===== config.mk =====
export PLATFORM = sky130hd
export DESIGN_NAME = nand_logic_unit_flat
export DESIGN_NICKNAME = d
export VERILOG_FILES = /design/src/rtl/nand_logic_unit_pkg.sv /design/src/rtl/nand_logic_unit_if.sv /design/src/rtl/nand_logic_unit_datapath.sv /design/src/rtl/nand_logic_unit.sv /design/src/flat_wrapper.sv
export SDC_FILE = /design/constraint.sdc
export NUM_CORES = 1
export LEC_CHECK = 0
export CORE_MARGIN = 2
export CORE_UTILIZATION = 30
export CTS_BUF_LIST = sky130_fd_sc_hd__clkbuf_8
export DETAILED_ROUTE_END_ITERATION = 16
export GPL_ROUTABILITY_DRIVEN = 0
export PLACE_DENSITY = 0.53
export SLEW_MARGIN = 20
export SYNTH_ARGS = -nofsm -noshare
export SYNTH_HDL_FRONTEND = slang
export SYNTH_SLANG_ARGS = --single-unit

===== constraint.sdc =====
create_clock -name clk -period 3.8 [get_ports clk]
set_input_delay 1.14 -clock clk [delete_from_list [all_inputs] [get_ports clk]]
set_output_delay 1.14 -clock clk [all_outputs]
set_load 0.02 [all_outputs]

===== src/rtl/nand_logic_unit_pkg.sv =====
// Shared definitions for the NAND-only logic unit: op codes, BIST states and
// the golden truth table that BIST sweeps.
package nand_logic_pkg;

  localparam logic [2:0] OP_NAND = 3'd0;
  localparam logic [2:0] OP_AND  = 3'd1;
  localparam logic [2:0] OP_OR   = 3'd2;
  localparam logic [2:0] OP_NOR  = 3'd3;
  localparam logic [2:0] OP_XOR  = 3'd4;
  localparam logic [2:0] OP_XNOR = 3'd5;
  localparam logic [2:0] OP_NOTA = 3'd6;
  localparam logic [2:0] OP_BUF  = 3'd7;

  typedef enum logic [1:0] {
    ST_IDLE  = 2'd0,
    ST_DRAIN = 2'd1,
    ST_RUN   = 2'd2,
    ST_DONE  = 2'd3
  } bist_state_e;

  // Row index is {a,b}; bit k is the expected output for that input pair.
  localparam logic [3:0] GOLDEN_TT [8] = '{
    4'b0111,  // NAND
    4'b1000,  // AND
    4'b1110,  // OR
    4'b0001,  // NOR
    4'b0110,  // XOR
    4'b1001,  // XNOR
    4'b0011,  // NOT a
    4'b1100   // BUF a
  };

endpackage


===== src/rtl/nand_logic_unit_if.sv =====
// Operand/result handshake bundle for nand_logic_unit.
interface nand_logic_unit_if #(parameter int WIDTH = 8);

  logic             in_valid;
  logic             in_ready;
  logic [WIDTH-1:0] a;
  logic [WIDTH-1:0] b;
  logic [2:0]       op;
  logic             out_valid;
  logic             out_ready;
  logic [WIDTH-1:0] y;

  modport master (
    output in_valid, a, b, op, out_ready,
    input  in_ready, out_valid, y
  );

  modport slave (
    input  in_valid, a, b, op, out_ready,
    output in_ready, out_valid, y
  );

endinterface


===== src/rtl/nand_logic_unit_datapath.sv =====
// NAND primitive and the combinational function block built solely from it;
// op only steers which NAND network drives the result.
module nand_cell #(parameter int WIDTH = 8) (
  input  logic [WIDTH-1:0] a_i,
  input  logic [WIDTH-1:0] b_i,
  output logic [WIDTH-1:0] y_o
);
  assign y_o = ~(a_i & b_i);
endmodule

module nand_datapath import nand_logic_pkg::*; #(parameter int WIDTH = 8) (
  input  logic [WIDTH-1:0] a_i,
  input  logic [WIDTH-1:0] b_i,
  input  logic [2:0]       op_i,
  output logic [WIDTH-1:0] y_o
);
  logic [WIDTH-1:0] n_ab, n_a, n_b, and_w, or_w, nor_w;
  logic [WIDTH-1:0] t_a, t_b, xor_w, xnor_w, buf_w;

  nand_cell #(.WIDTH(WIDTH)) u_nab  (.a_i(a_i),   .b_i(b_i),   .y_o(n_ab));
  nand_cell #(.WIDTH(WIDTH)) u_na   (.a_i(a_i),   .b_i(a_i),   .y_o(n_a));
  nand_cell #(.WIDTH(WIDTH)) u_nb   (.a_i(b_i),   .b_i(b_i),   .y_o(n_b));
  nand_cell #(.WIDTH(WIDTH)) u_and  (.a_i(n_ab),  .b_i(n_ab),  .y_o(and_w));
  nand_cell #(.WIDTH(WIDTH)) u_or   (.a_i(n_a),   .b_i(n_b),   .y_o(or_w));
  nand_cell #(.WIDTH(WIDTH)) u_nor  (.a_i(or_w),  .b_i(or_w),  .y_o(nor_w));
  // Classic four-NAND XOR sharing the n_ab term.
  nand_cell #(.WIDTH(WIDTH)) u_ta   (.a_i(a_i),   .b_i(n_ab),  .y_o(t_a));
  nand_cell #(.WIDTH(WIDTH)) u_tb   (.a_i(b_i),   .b_i(n_ab),  .y_o(t_b));
  nand_cell #(.WIDTH(WIDTH)) u_xor  (.a_i(t_a),   .b_i(t_b),   .y_o(xor_w));
  nand_cell #(.WIDTH(WIDTH)) u_xnor (.a_i(xor_w), .b_i(xor_w), .y_o(xnor_w));
  nand_cell #(.WIDTH(WIDTH)) u_buf  (.a_i(n_a),   .b_i(n_a),   .y_o(buf_w));

  always_comb begin
    y_o = n_ab;
    case (op_i)
      OP_NAND: y_o = n_ab;
      OP_AND:  y_o = and_w;
      OP_OR:   y_o = or_w;
      OP_NOR:  y_o = nor_w;
      OP_XOR:  y_o = xor_w;
      OP_XNOR: y_o = xnor_w;
      OP_NOTA: y_o = n_a;
      OP_BUF:  y_o = buf_w;
      default: y_o = n_ab;
    endcase
  end
endmodule


===== src/rtl/nand_logic_unit.sv =====
// Registered NAND-only logic unit with a single-entry output stage and a
// truth-table BIST sequencer sharing the datapath.
//
// state    | meaning
// ST_IDLE  | normal operation, operands accepted
// ST_DRAIN | BIST requested, waiting for the pending result to be taken
// ST_RUN   | sweeping idx 0..31 through the datapath, collecting err
// ST_DONE  | publish bist_done pulse and bist_pass, then back to idle
module nand_logic_unit import nand_logic_pkg::*; #(parameter int WIDTH = 8) (
  input  logic              clk,
  input  logic              rst_n,
  nand_logic_unit_if.slave  bus,
  input  logic              bist_start_i,
  output logic              bist_busy_o,
  output logic              bist_done_o,
  output logic              bist_pass_o
);
  bist_state_e      state_q;
  logic [4:0]       idx_q;
  logic             err_q, busy_q, done_q, pass_q;
  logic [WIDTH-1:0] y_q, y_d;
  logic             out_valid_q, out_valid_d;
  logic [WIDTH-1:0] dp_a, dp_b, dp_y;
  logic [2:0]       dp_op;
  logic             accept, tt_bit, run_mismatch;

  assign bus.in_ready  = (state_q == ST_IDLE) && (!out_valid_q || bus.out_ready);
  assign accept        = bus.in_valid && bus.in_ready;
  assign bus.out_valid = out_valid_q;
  assign bus.y         = y_q;
  assign bist_busy_o   = busy_q;
  assign bist_done_o   = done_q;
  assign bist_pass_o   = pass_q;

  // The datapath is shared: BIST owns its inputs while running, never y.
  always_comb begin
    dp_op = bus.op;
    dp_a  = bus.a;
    dp_b  = bus.b;
    if (state_q == ST_RUN) begin
      dp_op = idx_q[4:2];
      dp_a  = {WIDTH{idx_q[1]}};
      dp_b  = {WIDTH{idx_q[0]}};
    end
  end

  nand_datapath #(.WIDTH(WIDTH)) u_dp (.a_i(dp_a), .b_i(dp_b), .op_i(dp_op), .y_o(dp_y));

  assign tt_bit       = GOLDEN_TT[dp_op][idx_q[1:0]];
  assign run_mismatch = (dp_y != {WIDTH{tt_bit}});

  always_comb begin
    y_d         = y_q;
    out_valid_d = out_valid_q;
    if (accept) begin
      y_d         = dp_y;
      out_valid_d = 1'b1;
    end else if (bus.out_ready) begin
      out_valid_d = 1'b0;
    end
  end

  always_ff @(posedge clk or negedge rst_n) begin
    if (!rst_n) begin
      y_q         <= '0;
      out_valid_q <= 1'b0;
    end else begin
      y_q         <= y_d;
      out_valid_q <= out_valid_d;
    end
  end

  always_ff @(posedge clk or negedge rst_n) begin
    if (!rst_n) begin
      state_q <= ST_IDLE;
      idx_q   <= '0;
      err_q   <= 1'b0;
      busy_q  <= 1'b0;
      done_q  <= 1'b0;
      pass_q  <= 1'b0;
    end else begin
      done_q <= 1'b0;
      case (state_q)
        ST_IDLE: begin
          if (bist_start_i) begin
            busy_q <= 1'b1;
            // An operand accepted in this same cycle also counts as pending.
            if (out_valid_q || accept) begin
              state_q <= ST_DRAIN;
            end else begin
              state_q <= ST_RUN;
              idx_q   <= '0;
              err_q   <= 1'b0;
              pass_q  <= 1'b0;
            end
          end
        end
        ST_DRAIN: begin
          if (!out_valid_q || bus.out_ready) begin
            state_q <= ST_RUN;
            idx_q   <= '0;
            err_q   <= 1'b0;
            pass_q  <= 1'b0;
          end
        end
        ST_RUN: begin
          err_q <= err_q | run_mismatch;
          idx_q <= idx_q + 5'd1;
          if (idx_q == 5'd31) begin
            state_q <= ST_DONE;
            busy_q  <= 1'b0;
          end
        end
        ST_DONE: begin
          done_q  <= 1'b1;
          pass_q  <= !err_q;
          err_q   <= 1'b0;
          state_q <= ST_IDLE;
        end
        default: state_q <= ST_IDLE;
      endcase
    end
  end
endmodule


===== src/flat_wrapper.sv =====
// flat-port wrapper written by rule: the top's interface ports become plain ports
module nand_logic_unit_flat import nand_logic_pkg::*;
#(parameter int WIDTH = 8)
  (clk, rst_n, bist_start_i, bist_busy_o, bist_done_o, bist_pass_o, bus_in_valid, bus_a, bus_b, bus_op, bus_out_ready, bus_in_ready, bus_out_valid, bus_y);
  nand_logic_unit_if #(.WIDTH(WIDTH)) bus_i ();
  input  logic clk;
  input  logic rst_n;
  input  logic bist_start_i;
  output logic bist_busy_o;
  output logic bist_done_o;
  output logic bist_pass_o;
  input wire logic [$bits(bus_i.in_valid)-1:0] bus_in_valid;
  input wire logic [$bits(bus_i.a)-1:0] bus_a;
  input wire logic [$bits(bus_i.b)-1:0] bus_b;
  input wire logic [$bits(bus_i.op)-1:0] bus_op;
  input wire logic [$bits(bus_i.out_ready)-1:0] bus_out_ready;
  output wire logic [$bits(bus_i.in_ready)-1:0] bus_in_ready;
  output wire logic [$bits(bus_i.out_valid)-1:0] bus_out_valid;
  output wire logic [$bits(bus_i.y)-1:0] bus_y;
  assign bus_i.in_valid = bus_in_valid;
  assign bus_i.a = bus_a;
  assign bus_i.b = bus_b;
  assign bus_i.op = bus_op;
  assign bus_i.out_ready = bus_out_ready;
  assign bus_in_ready = bus_i.in_ready;
  assign bus_out_valid = bus_i.out_valid;
  assign bus_y = bus_i.y;
  nand_logic_unit #(.WIDTH(WIDTH)) u_core (.clk(clk), .rst_n(rst_n), .bus(bus_i), .bist_start_i(bist_start_i), .bist_busy_o(bist_busy_o), .bist_done_o(bist_done_o), .bist_pass_o(bist_pass_o));
endmodule

## Yosys cells after proc, flatten, opt, wreduce, memory -nomap -nowiden

Memories as Yosys holds them, arrays and structs flattened.
Cells that the tools add are included.

| word-level totals | value |
|---|---|
| register bits after elaboration | 20 |
| ROM bits | 32 |
| bits of input ports | 24 |
| output and inout port bits | 13 |
| logic and storage cells | 97 |
| memories kept | 1 |

| operators by class | value |
|---|---|
| add/sub/neg operators | 1 |
| $lt $le $gt $ge | 2 |
| equal/unequal tests | 16 |
| multiplexer cells | 28 |
| bitwise operators | 24 |
| reduce and logical (&&, ||, !) cells | 17 |

Memory list:

| name | words | bits a word | read ports | clocked after memory_dff | wr ports | RTL line | text |
|---|---|---|---|---|---|---|---|
| (name not given) | 8 | 4 | 1 | 0 | 0 | nand_logic_unit.sv:49 | `assign tt_bit = GOLDEN_TT[dp_op][idx_q[1:0]];` |

Operators with widths:

| operator | number |
|---|---|
| bitwise AND 8 bit | 11 |
| NOT 8 bit | 11 |
| one-hot mux 8 bit (8 select lines) | 1 |
| 2-to-1 mux 8 bit | 2 |
| 2-to-1 mux 5 bit | 3 |
| one-hot mux 5 bit (3 select lines) | 1 |
| equality test 3 bit (second input constant) | 4 |
| 2-to-1 mux 1 bit | 9 |
| AND reduction 3 bit | 3 |
| 2-to-1 mux 2 bit | 4 |
| 2-to-1 mux 4 bit | 2 |
| != test 8 bit | 1 |
| one-hot mux 2 bit (4 select lines) | 1 |
| AND reduction 4 bit | 2 |
| equality test 3 x 2 -> 1 bit (second input constant) | 2 |
| != test 2 bit (second input constant) | 3 |
| nonzero test 3 bit | 2 |
| adder 5 x 1 -> 5 bit (second input constant) | 1 |
| equality test 5 bit (second input constant) | 1 |
| equality test 2 bit (second input constant) | 2 |
| >= comparator 4 bit (second input constant) | 1 |
| NOT 3 -> 4 bit | 1 |
| one-hot mux 1 bit (4 select lines) | 1 |
| nonzero test 2 bit | 2 |
| 14 further kinds | 17 |

## Longest topological paths before layout

| depth | value |
|---|---|
| depth after elaboration | 14 |
| mapped depth | 16 |
| mapped depth without buffers | 13 |

## Hierarchy

From an unflattened synthesis, not the netlist that was laid out.

| second synthesis, totals | value |
|---|---|
| cell total of the unflattened synthesis | 265 |
| area, all modules | 2132.0 um^2 |

By module, submodules not included:

| module | instances | cells each | area an instance (um^2) | seq. area each (um^2) |
|---|---|---|---|---|
| nand_logic_unit | 1 | 138 | 1233.7 | 500.5 |
| nand_datapath | 1 | 39 | 568.0 | 0.0 |
| nand_cell | 11 | 8 | 30.0 | 0.0 |

## Worst setup path before layout

No wires, ideal clock.

| timing | value |
|---|---|
| kind | register -> register |
| start point | reg u_core.state_q[0] |
| end point | reg u_core.err_q |
| library setup time | 0.127 ns |
| data arrival time | 3.411 ns |
| data required time | 3.673 ns |
| setup slack | 0.262 ns |
| stages on the path, launching flop included | 14 |
| buffers on the path | 2 |
| period minus slack after synthesis | 3.538 ns |
| path through | dfrtp_1 inv_1 ha_1 buf_4 clkbuf_1 mux2_2 ha_1 nor3_1 o2bb2ai_1 a221oi_1 a32o_1 or4_1 nor4_1 nor3_1 |

| on the way | value |
|---|---|
| cells in the longest elaborated chain, start to end | 14 |
| elaborated cells between the ends (all ways) | 54 |
| classes of those cells | 14 x eq/ne; 9 x mux; 24 x bitwise; 6 x reduce/logical; 1 x memory |

RTL lines:

| element | RTL line | text |
|---|---|---|
| from (decl) | nand_logic_unit.sv:18 | `bist_state_e state_q;` |
| from (signal assigned) | nand_logic_unit.sv:75 | `state_q <= ST_IDLE;` |
| from (signal assigned) | nand_logic_unit.sv:89 | `state_q <= ST_DRAIN;` |
| from (signal assigned) | nand_logic_unit.sv:91 | `state_q <= ST_RUN;` |
| branches (longest 14 deep; another with memory read (8 x 4 bit)) | n/a |  |
| to (signal assigned) | nand_logic_unit.sv:107 | `err_q <= err_q \| run_mismatch;` |
| to (decl) | nand_logic_unit.sv:20 | `logic err_q, busy_q, done_q, pass_q;` |

Parallel ways; which one is timed is not known. The select of a mux whose other input is x is not followed.
A chain may end at the register's enable or synchronous reset.

## Final worst setup path

| timing | value |
|---|---|
| start point | in bus_out_ready |
| end point | out bus_in_ready |

| on the way | value |
|---|---|
| cells in the longest elaborated chain, start to end | 2 |

RTL lines:

| element | RTL line | text |
|---|---|---|
| from (decl) | flat_wrapper.sv:16 | `input wire logic [$bits(bus_i.out_ready)-1:0] bus_out_ready;` |
| logical OR 1 bit | nand_logic_unit.sv:27 | `assign bus.in_ready = (state_q == ST_IDLE) && (!out_valid_q \|\| bus.out_ready);` |
| logical AND 1 bit | nand_logic_unit.sv:27 |  |
| to (decl) | flat_wrapper.sv:17 | `output wire logic [$bits(bus_i.in_ready)-1:0] bus_in_ready;` |

Every way passes these cells.

==> metrics <==
Crit Path Category=in -> out; met1 usage=0.213; clock buffer depth=2; Leakage=0.00133 µW; DRC errors left=0; synthesized netlist cell count=251; clock slew at reported path FFs=80 ps; CTS Root Cell=clkbuf_8; H-Tree Depth=1; CTS tree=yes; Site Rows=30; Seq/Total Area, Yosys=0.235; Setup violations, final=0; Area Growth Syn to Fin=31.7%; delay-heaviest family, CP=buffers and inverters; min cycle time layout=3610 ps; Iteration-0 DRC Markers=59; CP arrival=2470 ps; Power Density=798 nW/µm²; CORE AREA=6830 µm²; Synth Flop Type=dfrtp_1; met2 Track Usage GR=0.247; Worst VDD drop=446 µV; Worst-Margin Slew=923 ps; Post-Syn Area=2130 µm²; TritonCTS Buffers=3; MaxCap Viol Count=0; Buffers & Inverters on Critical Path=3; I/O pin cnt=37; GRT overflow=0; DIE WIDTH=88.2 µm; CP most frequent cell=clkdlybuf4s50_1; n_diodes=0; worst-path maximum fanout=2; worst-path cell chain=clkdlybuf4s50_1 > inv_1 > nand2_1 > and2_1 > clkdlybuf4s50_1; period utilization=0.951; vias=1945; Seq cells post-synth=20; fmax=277 MHz; Pins Over Slew Limit=0; Hold Fails Final Rpt=0; Hold Path Class=reg -> reg; Rel. slew slack=0.383; antenna-violating nets left=0; number of iterations in the first detailed-routing pass=4; average size of a mapped cell=8.47 µm²; Yosys warning count=0; Post-synth EDFFs=0; full die area=7780 µm²; Post-DP Area=2720 µm²; Tot GR Track Use=0.148; GRT busiest layer=met2; pin count of the biggest net entering global routing=21; startpoint class of the critical path=input port; final core occ=0.410; critical path's largest stage delay=610 ps; antenna violations before repair=0; clk_lat worst skew=260 ps; routed vias/inst=4.89; Layout Cell Area excl Fill=2800 µm²; initial core utilization=0.311; slowest CP cell=clkdlybuf4s50_1; Clock Skew=6.05 ps; Worst EP required=2660 ps; asr flop ratio synth=1.00; first-pass GRT wire length=9200 µm; postcts setup bufs=0; Post-CTS Hold Fix Bufs=0; RSZ-0062 raised after global routing=no; status=complete, no violations; routing usage on met3=0.0113; Die Y=88.2 µm; CTS sink cnt=20; Avg WL per Cell=14.0 µm; post-synth cell types=49; final net count=353; DPL Wire Length=4340 µm; number of global-route vias before repair=1882; routed wire length=5570 µm; endpoint class of the critical path=primary output; Synth Net Count=301; Port Buffers=36; share of cells above drive strength 1=0.162
==> path summary, 6_finish.rpt <==
check                                        to               from  slack, ps  depth (start not counted)
min in group asynchronous       u_core.bus.y[4]              rst_n       1390                          1
worst max-delay path               bus_in_ready      bus_out_ready        190                          5
worst min-delay path            u_core.bus.y[1]    u_core.bus.y[1]        500                          2
worst max register to register     u_core.err_q  u_core.state_q[0]        380                         13
max in group asynchronous       u_core.idx_q[4]              rst_n       1840                          1
worst min register to register  u_core.bus.y[1]    u_core.bus.y[1]        500                          2
==> per-stage QoR <==
step / instances / hold WS, ps / power, µW / setup TNS [ps] / setup slack (ps)
floorplan: 251 / 503 / 1450 / 0 / 262
global placement: 394 / 478 / 2020 / -44.6 / -44.6
detailed placement: 394 / 486 / 2020 / -128 / -128
global route: 398 / 535 / 2460 / 0 / 55.7
finish: 398 / 504 / 2240 / 0 / 187
CTS: 398 / 506 / 2250 / 0 / 127
==> tightest hold or removal path: cells and delay by family (launching register included) <==
family / cells / cell delay, ps
flops: 1 / 360
compound gates: 1 / 60
simple gates: 1 / 50
==> what timing repair did <==
action                                  in CTS  in global routing
gates resized for setup                      0                  2
hold endpoints to repair                     0                  0
endpoints found under the setup margin       0                  1
==> power by group <==
group | internal, µW | switching (µW) | total, µW
clock | 141 | 75.9 | 216
sequential | 301 | 75.4 | 376
combinational | 783 | 860 | 1640
total | 1220 | 1010 | 2240
==> layout by cell type (no fill, tap or decap), drive strengths merged, types with 3 or more instances in the layout <==
cell type and instances:
nand2 32, nand2b 3, ha 26, nor2 8, o21ai 14, mux2 14
mux2i 18, nand3 3, nor3 6, a21oi 10, o22ai 3, clkdlybuf4s50 36
dfrtp 20, a21o 9, inv 26, a32oi 3, o211ai 4, buf 25
clkbuf 3, and2 5, a22oi 3
==> final cells by class <==
cell class	count	area [µm²]
clock inverters	1	30.0
repair buffers	61	548
clock buffers	3	41.3
well taps	96	120
inverters	26	97.6
fillers	720	4030
flip-flops and latches	20	500
multi-input cells	191	1460
==> synth_stat cells (2+ instances only) <==
cell      number  share of area
a22o_1         2         0.0082
a32oi_1        3          0.012
a221oi_1       2         0.0082
mux2i_1       16          0.075
a211oi_1       2         0.0071
a21o_1         9          0.032
a32o_1         2         0.0094
mux2i_2        2          0.013
nor4_1         2         0.0059
nand2b_1       3         0.0088
nand3_1        3         0.0071
nor2_1         8          0.014
a22oi_1        3          0.011
nor2b_1        2         0.0059
mux2_2        13          0.069
nand2_1       32          0.057
o211ai_1       4          0.014
clkbuf_1       9          0.016
nor3_1         6          0.014
o22ai_1        3         0.0088
ha_1          26           0.15
a31oi_1        2         0.0059
a21oi_1       10          0.024
and2_1         5          0.015
inv_1         26          0.046
buf_6          2          0.011
o21ai_0       13          0.031
dfrtp_1       20           0.24
==> logic make-up (layout without fill, tap and decap cells) <==
family,after synthesis,count (layout),synth area share
AO/OA/AOI/OAI,62,62,0.198
buffers and inverters,40,91,0.0800
AND/OR/NAND/NOR,69,69,0.154
XOR/XNOR,1,1,0.00412
multiplexers,33,33,0.175
adder cells (fa/ha/maj),26,26,0.153
flip-flops,20,20,0.235
==> per-layer routing <==
| metal | vias to the layer above | wire (µm) |
|---|---|---|
| met2 | 36 | 2570 |
| met4 | 0 | 26 |
| met5 | - | 0 |
| met1 | 906 | 2750 |
| met3 | 4 | 226 |
| li1 | 999 | - |
==> registers in the layout, indices dropped and copies added (netlist names) <==
register and count:
u_core.bist_pass_o 1, u_core.bus.out_valid 1, u_core.bist_done_o 1, u_core.state_q 2
u_core.idx_q 5, u_core.bus.y 8, u_core.bist_busy_o 1, u_core.err_q 1
No activity file was read; power rests on OpenSTA's default activity.
